===== src/rtl/mem_port_arbiter.sv =====
// rtl/mem_port_arbiter.sv - fetch/load-store arbiter for one fixed-latency 32-bit memory port
// Define MEM_ARB_MISALIGN_TRAP_EN to reject misaligned or reserved-size data accesses.
module mem_port_arbiter #(
  parameter int ADDR_W      = 32,
  parameter int MEM_LATENCY = 2
) (
  input  logic              clk_in,
  input  logic              rst_in,
  input  logic              if_req_in,
  input  logic [ADDR_W-1:0] if_addr_in,
  output logic [31:0]       if_rdata_out,
  output logic              if_valid_out,
  input  logic              dm_re_in,
  input  logic              dm_we_in,
  input  logic [ADDR_W-1:0] dm_addr_in,
  input  logic [1:0]        dm_size_in,
  input  logic              dm_signed_in,
  input  logic [31:0]       dm_wdata_in,
  output logic [31:0]       dm_rdata_out,
  output logic              dm_done_out,
  output logic              dm_err_out,
  output logic              stall_out,
  output logic              mem_req_out,
  output logic              mem_we_out,
  output logic [ADDR_W-1:0] mem_addr_out,
  output logic [3:0]        mem_be_out,
  output logic [31:0]       mem_wdata_out,
  input  logic [31:0]       mem_rdata_in
);

  typedef enum logic [1:0] {IDLE, BUSY, RESP} state_t;

  localparam logic [3:0]        LAST      = 4'(MEM_LATENCY - 1);
  localparam logic [ADDR_W-1:0] WORD_MASK = ~ADDR_W'(3);

  state_t            state_q;
  logic [3:0]        cnt_q;
  logic              data_q, store_q, signed_q, err_q;
  logic [1:0]        size_q, lo_q;
  logic              mem_req_q, mem_we_q;
  logic [ADDR_W-1:0] mem_addr_q;
  logic [3:0]        be_q;
  logic [31:0]       wdata_q, if_rdata_q, dm_rdata_q;

  logic [3:0]  be_d;
  logic [31:0] wdata_d;
  logic        reject_d;
  logic [7:0]  byte_v;
  logic [15:0] half_v;
  logic [31:0] load_ext;
  logic        other_pending;

  // Grant-time lane decode; size 10 falls through to the word case.
  always_comb begin
    be_d     = 4'b1111;
    wdata_d  = dm_wdata_in;
    reject_d = 1'b0;
    case (dm_size_in)
      2'b00: begin
        be_d    = 4'b1000 >> dm_addr_in[1:0];
        wdata_d = {4{dm_wdata_in[7:0]}};
      end
      2'b01: begin
        be_d    = 4'b1100 >> {dm_addr_in[1], 1'b0};
        wdata_d = {2{dm_wdata_in[15:0]}};
`ifdef MEM_ARB_MISALIGN_TRAP_EN
        reject_d = dm_addr_in[0];
`endif
      end
      default: begin
`ifdef MEM_ARB_MISALIGN_TRAP_EN
        reject_d = (dm_addr_in[1:0] != 2'b00) || (dm_size_in == 2'b10);
`endif
      end
    endcase
  end

  // Big-endian lane select: offset 0 is the most significant byte.
  always_comb begin
    byte_v   = mem_rdata_in[31:24];
    half_v   = lo_q[1] ? mem_rdata_in[15:0] : mem_rdata_in[31:16];
    load_ext = mem_rdata_in;
    case (lo_q)
      2'd1:    byte_v = mem_rdata_in[23:16];
      2'd2:    byte_v = mem_rdata_in[15:8];
      2'd3:    byte_v = mem_rdata_in[7:0];
      default: byte_v = mem_rdata_in[31:24];
    endcase
    if (size_q == 2'b00)
      load_ext = {{24{signed_q & byte_v[7]}}, byte_v};
    else if (size_q == 2'b01)
      load_ext = {{16{signed_q & half_v[15]}}, half_v};
  end

  always_ff @(posedge clk_in or posedge rst_in) begin
    if (rst_in) begin
      state_q    <= IDLE;
      cnt_q      <= 4'd0;
      data_q     <= 1'b0;
      store_q    <= 1'b0;
      signed_q   <= 1'b0;
      err_q      <= 1'b0;
      size_q     <= 2'b00;
      lo_q       <= 2'b00;
      mem_req_q  <= 1'b0;
      mem_we_q   <= 1'b0;
      mem_addr_q <= '0;
      be_q       <= 4'b0000;
      wdata_q    <= 32'd0;
      if_rdata_q <= 32'd0;
      dm_rdata_q <= 32'd0;
    end else begin
      case (state_q)
        IDLE: begin
          cnt_q <= 4'd0;
          if (dm_re_in || dm_we_in) begin
            data_q     <= 1'b1;
            store_q    <= dm_we_in;
            signed_q   <= dm_signed_in;
            size_q     <= dm_size_in;
            lo_q       <= dm_addr_in[1:0];
            mem_addr_q <= dm_addr_in & WORD_MASK;
            be_q       <= be_d;
            wdata_q    <= dm_we_in ? wdata_d : 32'd0;
            if (reject_d) begin
              err_q   <= 1'b1;
              state_q <= RESP;
            end else begin
              err_q     <= 1'b0;
              mem_req_q <= 1'b1;
              mem_we_q  <= dm_we_in;
              state_q   <= BUSY;
            end
          end else if (if_req_in) begin
            data_q     <= 1'b0;
            store_q    <= 1'b0;
            err_q      <= 1'b0;
            mem_addr_q <= if_addr_in & WORD_MASK;
            be_q       <= 4'b1111;
            wdata_q    <= 32'd0;
            mem_req_q  <= 1'b1;
            mem_we_q   <= 1'b0;
            state_q    <= BUSY;
          end
        end
        BUSY: begin
          if (cnt_q == LAST) begin
            mem_req_q <= 1'b0;
            mem_we_q  <= 1'b0;
            state_q   <= RESP;
            if (!data_q)
              if_rdata_q <= mem_rdata_in;
            else if (!store_q)
              dm_rdata_q <= load_ext;
          end else begin
            cnt_q <= cnt_q + 4'd1;
          end
        end
        RESP:    state_q <= IDLE;
        default: state_q <= IDLE;
      endcase
    end
  end

  assign other_pending = data_q ? if_req_in : (dm_re_in | dm_we_in);
  assign stall_out     = ~rst_in & (if_req_in | dm_re_in | dm_we_in)
                       & ~((state_q == RESP) & ~other_pending);

  assign if_valid_out  = (state_q == RESP) & ~data_q;
  assign dm_done_out   = (state_q == RESP) & data_q & ~err_q;
`ifdef MEM_ARB_MISALIGN_TRAP_EN
  assign dm_err_out    = (state_q == RESP) & data_q & err_q;
`else
  assign dm_err_out    = 1'b0;
`endif

  assign if_rdata_out  = if_rdata_q;
  assign dm_rdata_out  = dm_rdata_q;
  assign mem_req_out   = mem_req_q;
  assign mem_we_out    = mem_we_q;
  assign mem_addr_out  = mem_addr_q;
  assign mem_be_out    = be_q;
  assign mem_wdata_out = wdata_q;

endmodule


===== config.mk =====
export PLATFORM = sky130hd
export DESIGN_NAME = mem_port_arbiter
export DESIGN_NICKNAME = d
export VERILOG_FILES = /design/src/rtl/mem_port_arbiter.sv
export SDC_FILE = /design/constraint.sdc
export NUM_CORES = 1
export LEC_CHECK = 0
export BUFFER_PORTS_ARGS = -buffer_cell sky130_fd_sc_hd__buf_2
export CORE_MARGIN = 5
export CORE_UTILIZATION = 35
export DETAILED_ROUTE_END_ITERATION = 10
export GPL_TIMING_DRIVEN = 1
export SKIP_CTS_REPAIR_TIMING = 1
export SLEW_MARGIN = 20
export SYNTH_ARGS = -nofsm -noshare
export SYNTH_HDL_FRONTEND = slang
export SYNTH_SLANG_ARGS = --single-unit

===== constraint.sdc =====
create_clock -name clk_in -period 7.15 [get_ports clk_in]
set_input_delay 1.43 -clock clk_in [delete_from_list [all_inputs] [get_ports clk_in]]
set_output_delay 1.43 -clock clk_in [all_outputs]
set_load 0.1 [all_outputs]

# After elaboration in Yosys (flattened, before gate mapping)
# Cells that the tools add are included.
# word_totals
ff_bits	148
out_inout_bits	138
word_cells	88
# classes
mux	29
reduce_logical	13
eq_ne	11
bitwise_logic	17
shift	2
n_addsub	1
# op_table
cell	n
two-way mux 32 bit	7
one-hot mux 32 bit (2 select lines)	1
one-hot mux 8 bit (3 select lines)	1
two-way mux 16 bit	1
one-hot mux 4 bit (2 select lines)	2
two-way mux 4 bit	3
bitwise AND 1 bit	8
== test 2 x 1 -> 1 bit, second input constant	4
two-way mux 1 bit	8
AND reduction 2 bit	4
>> shifter 4 x 2 -> 4 bit, first input constant	2
== test 2 bit, second input constant	3
zero test 2 bit	3
two-way mux 2 bit	3
inverter 1 bit	6
AND reduction 3 bit	2
adder 4 x 1 -> 4 bit, second input constant	1
== test 4 x 1 -> 1 bit, second input constant	1
inequality test 2 bit, second input constant	2
one-hot mux 1 bit (2 select lines)	2
one-hot mux 2 bit (2 select lines)	1
AND reduction 4 bit	1
nonzero test 2 bit	2
inequality test 3 bit, second input constant	1
2 further kinds	4

# Longest topological paths before layout
# Gate-level depths: netlist (run 1).
# logic_depth
ltp_word	6
mapped_depth	6

# Worst setup path after synthesis (run 1)
# No wires, ideal clock.
# synth_timing
path_type	input -> output
from	input rst_in
to	output stall_out
setup_slack_ns	0.318
stages	2
required_time_ns	5.720
path_buffers	0
arrival_time_ns	5.402
path_cell_list	inv_1 > o21a_1
# synth_between
elab_chain_cells	3
# synth_lines
element	line_no	text
from (decl)	8	input logic rst_in,
inverter 1 bit	166	assign stall_out = ~rst_in & (if_req_in | dm_re_in | dm_we_in)
bitwise AND 1 bit	166	
bitwise AND 1 bit	167	& ~((state_q == RESP) & ~other_pending);
to (decl)	22	output logic stall_out,
# No other way between the ends.

# Worst setup path after layout (run 1)
# Same ends and word-level chain as after synthesis.

==> results.ini, run 1 <==
[run_status]
outcome=complete, no violations

[placement]
hpwl_um=15820
io_buffers=268
gp_congestion=0.8194
placed_cell_area_um2=8678
dpl_worst_slack_ps=2866

[timing]
tns_ps=0
rsz0062_at_grt=false
min_period_ps=4237
final_max_slew_viol_count=0
final-setup-viol-count=0
worst_pin_slew_ps=1123
fmax_ghz=0.2360
hold_violations=0
setup_ws_ps=2913
clock-skew-final_ps=7.746
min_period_over_period_pct=59.27
slew_headroom_pct=25.13

[drt]
drt.antenna.violating_nets=0
drt_first_pass_iters=5
vias=6190
viasPerCell=5.193
post_drt_wl_per_cell_um=18.80
drc=0
routed_wl_um=22420
drt_iter0_drc=386

[global_routing]
grt_pass1_vias=5948
track_usage_pct=18.52
grt_pass1_wl_um=35050
grt_max_degree=90
grt_overflow=0
antenna_found_initial=3

[logic_synthesis]
syn_inst=673
synth-edff-count=0
synthFlopType=dfrtp_1
synth_area_um2=7231
syn_avg_cell_area_um2=10.74
ys_ff_latch=145
yosysWarnings=0
ys_seq_area_share_pct=50.18
ys_types=57
async_flop_share_pct=100.0

[die]
pin_count=274
die_h_um=153.7
initial_core_util_pct=35.62
dieWidth_um=153.7
rows=52
die_area_um2=23630
core_um2=20300

[clock_tree]
clk_path_buf_depth=2
clock-sinks=145
cts.root.buffer_cell=clkbuf_16
insertion_delay_ps=420
cts_tree=done
clkSlewWorstSetupHoldPaths_ps=60
htreeDepth=4
cts-buffers-inserted=17

[setup_path]
crit_path_max_fanout=89
critical_path_required_ps=5720
worstSetupEndpointType=primary output
start_kind=primary input
setup.worst_path.class=in -> out
cp.arrival_ps=2810

[cells_and_area]
drive_gt1_share_pct=38.87
fin_area_um2=9306
nets=1046
utilization_pct=45.85
area_growth_pct=28.71

[hold_path]
min_path_type=reg -> reg

[job]
cap_violations=0

==> Yosys cell counts, types with 6 or more instances <==
cell / number / area, um2
a21o_1: 10 / 75.07
nor2_1: 13 / 48.80
buf_4: 6 / 45.04
o21ai_0: 114 / 570.6
o31ai_1: 11 / 82.58
o41ai_1: 7 / 61.31
nor3_1: 17 / 85.08
a41oi_1: 8 / 70.07
clkbuf_1: 28 / 105.1
and2_1: 9 / 56.30
mux4_2: 7 / 157.7
a21oi_1: 27 / 135.1
mux2i_1: 48 / 480.5
a31oi_1: 17 / 106.4
nand2_1: 40 / 150.1
mux2_2: 26 / 292.8
a22o_1: 7 / 61.31
nor3b_1: 11 / 82.58
buf_2: 22 / 110.1
o21a_1: 8 / 60.06
dfrtp_1: 145 / 3628
mux2_1: 15 / 168.9
nor2b_1: 22 / 137.6
inv_1: 6 / 22.52
==> metrics by stage <==
| step | cells | hold slack [ps] |
|---|---|---|
| floorplan | 675 | 456.6 |
| global placement | 1159 | 456.6 |
| detailed placement | 1159 | 462.1 |
| CTS | 1191 | 481.5 |
| global route | 1192 | 492.1 |
| finish | 1192 | 476.6 |
==> logic make-up after synthesis <==
kind of cell    after synthesis  synth area share [%]
compound gates              225                 18.84
flops                       145                 50.18
simple gates                134                 10.45
mux                          97                 15.42
buf+inv                      69                 4.707
fa+ha+maj                     2                0.3460
other cells                   1               0.05186
==> sequential cells by signal (all words and copies together) (netlist names) <==
name and cells:
cnt_q 4, data_q 1, dm_rdata_out 32, if_rdata_out 32, lo_q 2, mem_addr_out 30, mem_be_out 4, mem_req_out 1
mem_wdata_out 32, mem_we_out 1, signed_q 1, size_q 2, state_q 2, store_q 1
==> cell type report <==
cell class,instances,area [um2]
clock inverters,13,172.7
fillers,1949,10990
inverters,6,27.53
clock buffers,19,452.9
repair buffers,277,1409
diodes,1,2.502
multi-input cells,461,3276
flip-flops and latches,145,3628
well taps,270,337.8
==> per-layer routing <==
metal	global-route usage (%)	up-vias	share of wire [%]
met2	28.28	249	47
met5	0	-	0.085
met1	25.42	2988	43
met3	6.802	24	9.4
met4	3.953	4	1.1
li1	-	2925	-
==> placed cells by master, fill, tap and decap left out, types with 3 or more instances in the layout <==
master and count:
mux2_2 26, a21oi_1 27, nor2b_1 22, inv_6 6
bufinv_16 3, a41oi_1 8, nand2_1 40, a2bb2oi_1 3
mux4_2 7, o21a_1 8, buf_4 9, o41ai_1 7
o21ai_1 5, and2_1 9, mux2_1 15, o31ai_1 11
buf_2 268, a22o_1 7, conb_1 3, dfrtp_1 145
clkinvlp_4 4, or2_2 3, clkbuf_16 17, nor3b_1 11
mux2i_1 48, inv_1 5, a21o_1 10, nor2_1 13
o21ai_0 114, nor3_1 17, a31oi_1 17
==> worst max-delay path, stage by stage <==
cell and delay, ps:
buf_2 120, inv_6 550, o21a_1 210, buf_2 430
==> path summary, 6_finish.rpt <==
check                             from                to  slack [ps]  cells past startpoint
max                             rst_in         stall_out        2910                      4
min reg2reg                mem_req_out       mem_req_out         480                      1
min                        mem_req_out       mem_req_out         480                      1
min in group asynchronous       rst_in  if_rdata_out[14]        1180                      2
max in group asynchronous       rst_in   mem_addr_out[5]        4710                      3
max reg2reg                 state_q[0]  if_rdata_out[12]        4650                      4
Power of run 1 is left out: the tool's default activity adds up to more than one toggle a clock period on the data nets, which glitch-free logic cannot reach.
==> inputs of run 2 (changes only) <==
==> constraint.sdc (replaced) <==
create_clock -name clk_in -period 4.3 [get_ports clk_in]
set_input_delay 0.86 -clock clk_in [delete_from_list [all_inputs] [get_ports clk_in]]
set_output_delay 0.86 -clock clk_in [all_outputs]
set_load 0.1 [all_outputs]
==> run 2 against run 1 <==
Cell count about the same. Wire length barely moved. Worst setup slack worse by 1500 ps. Global-route usage increased by 0.17 points. Register-to-register slack worse by 3000 ps. Largest cell class unchanged.
==> results.ini, run 2 (synthesis results as in run 1) <==
[run_status]
outcome=complete, no violations

[die]
dieWidth_um=153.7  ; unchanged
initial_core_util_pct=35.62  ; unchanged
die_h_um=153.7  ; unchanged
core_um2=20300  ; unchanged
pin_count=274  ; unchanged
die_area_um2=23630  ; unchanged
rows=52  ; unchanged

[clock_tree]
insertion_delay_ps=410  ; about the same
cts_tree=done
clkSlewWorstSetupHoldPaths_ps=60  ; about the same
htreeDepth=4  ; unchanged
cts-buffers-inserted=17  ; unchanged
clk_path_buf_depth=2  ; unchanged
clock-sinks=145  ; unchanged
cts.root.buffer_cell=clkbuf_16

[setup_path]
rr_worst_depth=4  ; unchanged
setup.worst_path.class=in -> out
start_kind=primary input
worstSetupEndpointType=primary output
cp.arrival_ps=2060  ; -750 ps
critical_path_required_ps=3440  ; -2280 ps
crit_path_max_fanout=14  ; -84%

[timing]
hold_violations=0  ; unchanged
min_period_over_period_pct=67.86
slew_headroom_pct=23.01  ; -2.1 points
final_max_slew_viol_count=0  ; unchanged
fmax_ghz=0.3427
clock-skew-final_ps=7.626  ; -0.1206 ps
final-setup-viol-count=0  ; unchanged
rsz0062_at_grt=false
min_period_ps=2918
worst_pin_slew_ps=1155  ; +31.80 ps

[drt]
vias=6164  ; -0.42%
drt_iter0_drc=370  ; -4.1%
routed_wl_um=22430  ; about the same
drt_first_pass_iters=5  ; unchanged
viasPerCell=5.167  ; -0.50%
post_drt_wl_per_cell_um=18.80  ; about the same
drt.antenna.violating_nets=0  ; unchanged
dr_wl_met2_um=10440  ; about the same
top_layer_used=met5
wl_met1_um=9556  ; -0.56%
drc=0  ; unchanged
wl_met3_um=2108  ; about the same

[cells_and_area]
area_growth_pct=28.52
nets=1048  ; +0.19%
drive_gt1_share_pct=39.00  ; +0.13 points
final_cell_mix=buf_2 (268), dfrtp_1 (145), o21ai_0 (114)
utilization_pct=45.78  ; -0.068 points
mostFrequentLayoutCell=buf_2
diodes=0  ; -1

[global_routing]
track_usage_pct=18.69  ; +0.17 points
grt_pass1_vias=6115  ; +2.8%
grt_pass1_wl_um=35220  ; +0.49%
antenna_found_initial=2  ; -1
grt_max_degree=77  ; -14%
grt_overflow=0  ; unchanged

[hold_path]
min_path_type=reg -> reg
whs_path_depth=1  ; unchanged

[placement]
io_buffers=268  ; unchanged
hpwl_um=16020  ; +1.3%
gp_congestion=0.8127  ; -0.82%

[job]
cap_violations=0  ; unchanged

run 2: metal layers:
layer,vias up,GRT usage (%)
met5,-,0
met4,2,4.962
met3,24,6.661
met2,262,28.87
met1,2951,25.09
li1,2925,-
run 2: path summary, 6_finish.rpt:
kind | startpoint | end | slack, ps
max | dm_we_in | stall_out | 1380
min | mem_req_out | mem_req_out | 480
max reg2reg | lo_q[1] | dm_rdata_out[9] | 1670
min reg2reg | mem_req_out | mem_req_out | 480
max in group asynchronous | rst_in | dm_rdata_out[23] | 2010
min in group asynchronous | rst_in | mem_addr_out[5] | 800
run 2: worst max-delay path: stages:
cell,delay [ps]
buf_2,330
nor2_4,100
a21boi_0,180
o21a_1,140
buf_2,420
run 2: layout make-up:
type,instances,area [um2]
sequential,145,3628
multi-input combinational,461,3281
clock inverter,13,152.6
clock buffer,19,442.9
fill,1972,11010
tap,270,337.8
timing repair buffer,279,1424
inverter,6,26.28
run 2: through the flow:
| stage | setup TNS, ps | instances | hold slack [ps] | setup slack [ps] | area (um2) |
|---|---|---|---|---|---|
| 2_1_floorplan | -243.0 | 675 | 456.6 | -243.0 | 7247 |
| 3_3_place_gp | 0 | 1161 | 459.5 | 1360 | 8697 |
| 3_5_place_dp | 0 | 1161 | 460.5 | 1381 | 8697 |
| 4_1_cts | 0 | 1193 | 479.8 | 1378 | 9293 |
| 5_1_grt | 0 | 1193 | 491.6 | 1301 | 9293 |
| 6_report | 0 | 1193 | 477.2 | 1382 | 9293 |
Power of run 2 is left out for the same reason.
